[src/rtl/bin_window_gen.sv]
// Binary 3x3 window generator: two internal line buffers feed a sliding 3x3 window over a raster pixel stream.
// Optional macro WIN_PIPE_EN adds one output register stage (latency 2 instead of 1).
module bin_window_gen #(
   parameter int IMG_WIDTH  = 512,
   parameter int IMG_HEIGHT = 512
) (
   input  logic       i_clk,
   input  logic       i_rst_n,
   input  logic       i_pixel,
   input  logic       i_pixel_valid,
   output logic [8:0] o_pixel_data,
   output logic       o_pixel_data_valid,
   output logic       o_frame_done
);

   localparam int CW = $clog2(IMG_WIDTH);
   localparam int RW = $clog2(IMG_HEIGHT);

   logic [CW-1:0] col;
   logic [RW-1:0] row;
   logic          lb0 [IMG_WIDTH];
   logic          lb1 [IMG_WIDTH];
   logic [8:0]    win;
   logic [8:0]    win_next;
   logic          col_last;
   logic          row_last;
   logic          interior;
   logic          emit;
   logic [8:0]    data_q;
   logic          valid_q;
   logic          done_q;

   // Bit 3*wr+wc: each row shifts toward wc=0 and the new right column enters at wc=2.
   always_comb begin
      col_last = (col == CW'(IMG_WIDTH - 1));
      row_last = (row == RW'(IMG_HEIGHT - 1));
      interior = (row >= RW'(2)) && (col >= CW'(2));
      emit     = i_pixel_valid && interior;
      win_next = {i_pixel, win[8:7], lb0[col], win[5:4], lb1[col], win[2:1]};
   end

   always_ff @(posedge i_clk or negedge i_rst_n) begin
      if (!i_rst_n) begin
         col <= '0;
         row <= '0;
         win <= '0;
      end else if (i_pixel_valid) begin
         win <= win_next;
         if (col_last) begin
            col <= '0;
            row <= row_last ? '0 : row + RW'(1);
         end else begin
            col <= col + CW'(1);
         end
      end
   end

   // Line buffers carry no reset; the interior gate keeps stale rows out of any emitted window.
   always_ff @(posedge i_clk) begin
      if (i_pixel_valid) begin
         lb1[col] <= lb0[col];
         lb0[col] <= i_pixel;
      end
   end

   always_ff @(posedge i_clk or negedge i_rst_n) begin
      if (!i_rst_n) begin
         data_q  <= '0;
         valid_q <= 1'b0;
         done_q  <= 1'b0;
      end else begin
         valid_q <= emit;
         done_q  <= emit && row_last && col_last;
         if (emit) begin
            data_q <= win_next;
         end
      end
   end

`ifdef WIN_PIPE_EN
   logic [8:0] data_p;
   logic       valid_p;
   logic       done_p;

   always_ff @(posedge i_clk or negedge i_rst_n) begin
      if (!i_rst_n) begin
         data_p  <= '0;
         valid_p <= 1'b0;
         done_p  <= 1'b0;
      end else begin
         data_p  <= data_q;
         valid_p <= valid_q;
         done_p  <= done_q;
      end
   end

   assign o_pixel_data       = data_p;
   assign o_pixel_data_valid = valid_p;
   assign o_frame_done       = done_p;
`else
   assign o_pixel_data       = data_q;
   assign o_pixel_data_valid = valid_q;
   assign o_frame_done       = done_q;
`endif

endmodule

[config.mk]
export PLATFORM = sky130hd
export DESIGN_NAME = bin_window_gen
export DESIGN_NICKNAME = d
export VERILOG_FILES = /design/src/rtl/bin_window_gen.sv
export SDC_FILE = /design/constraint.sdc
export NUM_CORES = 1
export LEC_CHECK = 0
export ABC_AREA = 0
export ABC_CLOCK_PERIOD_IN_PS = 10000
export BUFFER_PORTS_ARGS = -buffer_cell sky130_fd_sc_hd__buf_2
export CAP_MARGIN = 10
export CELL_PAD_IN_SITES_DETAIL_PLACEMENT = 1
export CELL_PAD_IN_SITES_GLOBAL_PLACEMENT = 1
export CORE_UTILIZATION = 45
export CTS_CLUSTER_SIZE = 28
export DETAILED_ROUTE_END_ITERATION = 10
export GPL_TIMING_DRIVEN = 1
export PLACE_DENSITY_LB_ADDON = 0.1
export SYNTH_ARGS = -nofsm -noshare
export SYNTH_HDL_FRONTEND = slang
export SYNTH_SLANG_ARGS = --single-unit
[constraint.sdc]
create_clock -name i_clk -period 10 [get_ports i_clk]
set_input_delay 0.5 -clock i_clk [delete_from_list [all_inputs] [get_ports i_clk]]
set_output_delay 0.5 -clock i_clk [all_outputs]
set_load 0.1 [all_outputs]
=== Word-level counts from Yosys, hierarchy flattened ===
Memory sizes are Yosys's and may differ from the RTL's.
Index checks and enable logic that the tools add are counted.

* Input port bits: 4
* Register bits: 38
* Bits in writable memories: 1024
* Memories: 2

* Add/subtract/negate cells: 2
* Equality and inequality tests: 2
* Mux-type cells: 4
* Reductions and logical operators: 5
* $lt $le $gt $ge: 2

{| class="wikitable"
|+ Memories
! name !! depth !! width !! read ports !! clocked after Yosys merged registers in !! write ports !! line !! RTL
|-
| lb0 || 512 || 1 || 1 || 0 || 1 || 21 || <nowiki>logic lb0 [IMG_WIDTH];</nowiki>
|-
| lb1 || 512 || 1 || 1 || 0 || 1 || 22 || <nowiki>logic lb1 [IMG_WIDTH];</nowiki>
|}

{| class="wikitable"
|+ Operators with widths
! operator !! count
|-
| 9-bit by 1-bit adder with 9-bit output, second input constant || 2
|-
| 9-bit == test, second input constant || 2
|-
| 9-bit by 2-bit >= comparator with 1-bit output, second input constant || 2
|-
| 9-bit 2-to-1 mux || 2
|-
| 1-bit logical AND || 4
|-
| 1-bit 2-to-1 mux || 2
|-
| 2-bit AND reduction || 1
|}

=== Logic depth before layout (Yosys ltp) ===
* Depth in word-level cells: 5
* Mapped depth: 14
* Gate-level depth less buffers: 9

=== Worst setup path after synthesis ===
No wires, ideal clock.

* Path type: flip-flop to flip-flop
* From: reg col[1]
* To: mem lb1[0] (data pin)
* Period minus slack after synthesis: 9721 ps
* Path slack: 279 ps
* Required time: 8555 ps
* Cell stages (with the launch flop): 12
* Buffers on the path: 5
* Data arrival time: 8276 ps
* Path through: dfrtp_1 > buf_2 > buf_4 > buf_2 > buf_2 > buf_2 > mux2i_1 > a211oi_1 > o21ai_0 > a31oi_1 > nor4_2 > nand2_1

* Word-level cells in the longest chain between the ends: 1

{| class="wikitable"
|+ Ends and longest elaborated chain
! what !! line !! RTL
|-
| start: declaration || 19 || <nowiki>logic [CW-1:0] col;</nowiki>
|-
| start signal: assignment || 53 || <nowiki>col <= col + CW'(1);</nowiki>
|-
| memory 512 x 1 bit || n/a ||
|-
| via win_next[5] || 24 || <nowiki>logic [8:0] win_next;</nowiki>
|-
| end: declaration || 22 ||
|}

The timed path passes the listed nets, and every way through them passes these cells.

=== Worst setup path after layout ===
* From: reg col[2]
* To: mem lb1[365] (data pin)

The elaborated chain is that of the path after synthesis.

==> run summary <==
Run status: finished, final reports clean
Initial Utilization: 45.54%
Total negative setup slack: 0 ps
I/O pins: 15
Sum of routed wire length over all layers: 121.2 mm
# setup viols final: 0
Highest-delay cell along the critical path: sky130_fd_sc_hd__nor2b_2
Flop2flop setup slack: 3120 ps
Worst slack at placement: 3668 ps
Final Hold Violating Endpoints: 0
Clock tree from TritonCTS: built
Source of the worst register-to-register timing path: col[2]
Standby leakage power: 15.00 nW
Routed via count divided by cell count: 6.038
Capture instance of the worst register-to-register path: lb1[365]
Number of flops mapped to enable cells by yosys: 1024
Worst IR Drop VDD: 0.6019 mV
Clock sink total: 1059
Startpoint type of the worst setup path: flip-flop
Via count: 23827
Worst Setup Slack, final: 3118 ps
First-pass GRT wire length: 177.5 mm
Largest net degree at the start of global routing: 249
Number of buffers created by CTS: 112
Die ar.: 0.09768 mm^2
Yosys warning count: 0
#FFs+latches synth: 1059
Worst-Skew Late Latency: 710 ps
R2r worst-path depth: 11
Number of nets in the synthesized netlist: 2604
Max-Slew Margin vs Limit: 0.5896%
Hold_buf cts: 1
Critical Path AT: 7040 ps
Hold path endpoint: win[2]
Nature of the critical path endpoint: flip-flop
WL/cell: 30.71 um
Layout Skew: 27.20 ps
List of cells traversed by the critical path: buf_4, nor2b_2, a221oi_1, o21ai_0, nand2_1, o21ai_0, nand4_1, nor4_2, nand2_4, buf_12, buf_12
Die boundary height: 312.5 um
Placeable Area: 0.09529 mm^2
Min-Delay Path Class: in -> reg
Highest attainable clock frequency: 145.3 MHz
Antenna violations before repair: 0
Overall routing resource usage: 25.04%
Main area contributors after synthesis: sky130_fd_sc_hd__edfxtp_1 (71%), sky130_fd_sc_hd__mux4_2 (11%), sky130_fd_sc_hd__nor2_1 (4.8%)
Max Root-Sink Buffers: 3
1st-iter DRT viols: 2435
Critical Path Fanout Max: 248
Transition time of the tightest slew-check pin: 1491 ps
Share of the synthesized area in the top cell type: 70.86%
Final clock period utilization by the worst path: 68.83%
Clock root buffer: sky130_fd_sc_hd__clkbuf_16
Share of synthesized registers carrying an async set or reset: 3.305%
Area of the mapped netlist: 0.04339 mm^2
Depth of the CTS H-tree: 3
Primary flip-flop cell chosen by synthesis mapping: sky130_fd_sc_hd__edfxtp_1
Number of instances in the synthesized netlist: 2592
CP max stage delay: 1120 ps
Leading area contributor after synthesis: sky130_fd_sc_hd__edfxtp_1
Highest-count cells in the layout ignoring fill and taps: sky130_fd_sc_hd__edfxtp_1 (1024), sky130_fd_sc_hd__nor2_1 (555), sky130_fd_sc_hd__mux4_2 (216), sky130_fd_sc_hd__clkbuf_16 (115), sky130_fd_sc_hd__mux2i_1 (102)
Mean area per synthesized cell: 16.74 um^2
Nets: 2596
Number of distinct library cells after synthesis: 61
Sequential fraction of the synthesis area: 72.88%
Worst endpoint required time: 10150 ps
Most common cell after layout, fill and taps aside: sky130_fd_sc_hd__edfxtp_1
Area growth from synthesis to layout: 12.18%
Die span in x: 312.5 um
Start-to-end type of the worst setup path: reg -> reg
Minimum period implied by the final worst setup slack: 6883 ps
Power Dens Cells: 277.6 mW/mm^2
Number of remaining DRC errors: 0
Number of buffers added for setup after CTS: 0
Gates resized, CTS repair: 0
Slew Viols, Final: 0
Number of buffers inserted by port buffering: 14
Number of antenna repair diodes: 0
Maxcap violations: 0
Share of post-route cells with drive strength above 1: 18.80%
Clock transition at the register clock pins on the worst setup and hold paths after CTS: 60 ps
Final RePlAce weighted congestion: 0.8109
Row cnt: 113
Overall overflow remaining after global route: 0
Origin of the worst min-delay path: i_pixel_valid
Number of stages on the worst hold path: 3
Drt first pass iters: 5
Number of nets with antenna violations after detailed routing: 0
Via count of the first global-routing pass: 25327
Detailed Place HPWL: 70.57 mm
Unrepaired setup endpoints after global routing: false
[cell families after synthesis]
group | synth area share [%]
AO/OA/AOI/OAI | 3.353
XOR/XNOR | 0.1817
adder cells (fa/ha/maj) | 0.2307
buffers and inverters | 2.073
flip-flops | 72.88
multiplexers | 13.85
AND/OR/NAND/NOR | 7.431
[per-layer routing]
metal | track usage (%) | part of all wire, %
met1 | 35.15 | 43
met2 | 41.57 | 49
met3 | 3.145 | 5.2
met4 | 6.596 | 2.3
met5 | 0 | 0
[metrics by stage]
stage	hold slack, ps	total power, mW	cell area [um^2]	util, %	std cells
after floorplan	204.4	7.569	43390	-	2592
after CTS	381.0	13.60	48680	51.08	3946
final	419.1	13.51	48680	51.08	3946
after global placement	449.9	9.257	44860	47.07	3734
after global routing	420.9	13.92	48680	51.08	3946
after detailed placement	465.2	9.331	44860	47.07	3734
[sequential cells by signal, summed over array words and instances (netlist names)]
register,flops
win,6
o_pixel_data_valid,1
col,9
o_frame_done,1
lb1,512
lb0,512
o_pixel_data,9
row,9
[worst max-delay path by stage]
stage | cells past startpoint | to | slack (ps) | from
3_5_place_dp | 11 | lb1[13] | 3670 | col[2]
5_1_grt | 11 | lb1[15] | 3230 | col[2]
6_report | 11 | lb1[365] | 3120 | col[2]
4_1_cts | 11 | lb1[10] | 3650 | col[2]
2_1_floorplan | 11 | lb1[0] | 280 | col[1]
3_3_place_gp | 11 | lb1[256] | 3840 | col[0]
[synthesized netlist by cell type (all sizes together) (9+ instances only)]
library cell	n
and2	9
nor2	556
edfxtp	1024
a22oi	51
nand3	53
mux4	216
buf	71
clkbuf	122
nor2b	17
mux2i	102
o22ai	12
a21oi	23
nand2	80
o21ai	33
nor3	13
nand4	9
o211ai	9
a221oi	10
mux2	11
a22o	13
dfrtp	35
a31oi	13
a211oi	20
[critical path: cells and delay by family (launching register included)]
kind                   cells  cell delay (ps)
DFF                        1              720
and+or+nand+nor            5             2620
buffers and inverters      3             1500
AOI/OAI and AO/OA          3              780
[layout make-up]
class	count	area (um^2)
Clock buffer	142	3059
Clock inverter	69	750.7
Sequential cell	1059	31640
Fill cell	8837	46620
Tap cell	1265	1583
Multi-Input combinational cell	1330	11010
Inverter	10	37.54
Timing Repair Buffer	71	598.1
[where the power goes]
group	internal (mW)	switching [mW]	leakage (nW)	total (mW)
Clock	2.53	1.77	1.86	4.29
Sequential	5.82	0.130	9.62	5.95
Combinational	0.900	2.37	3.51	3.27
Total	9.25	4.26	15.0	13.5
No activity file was read; power rests on OpenSTA's default activity.
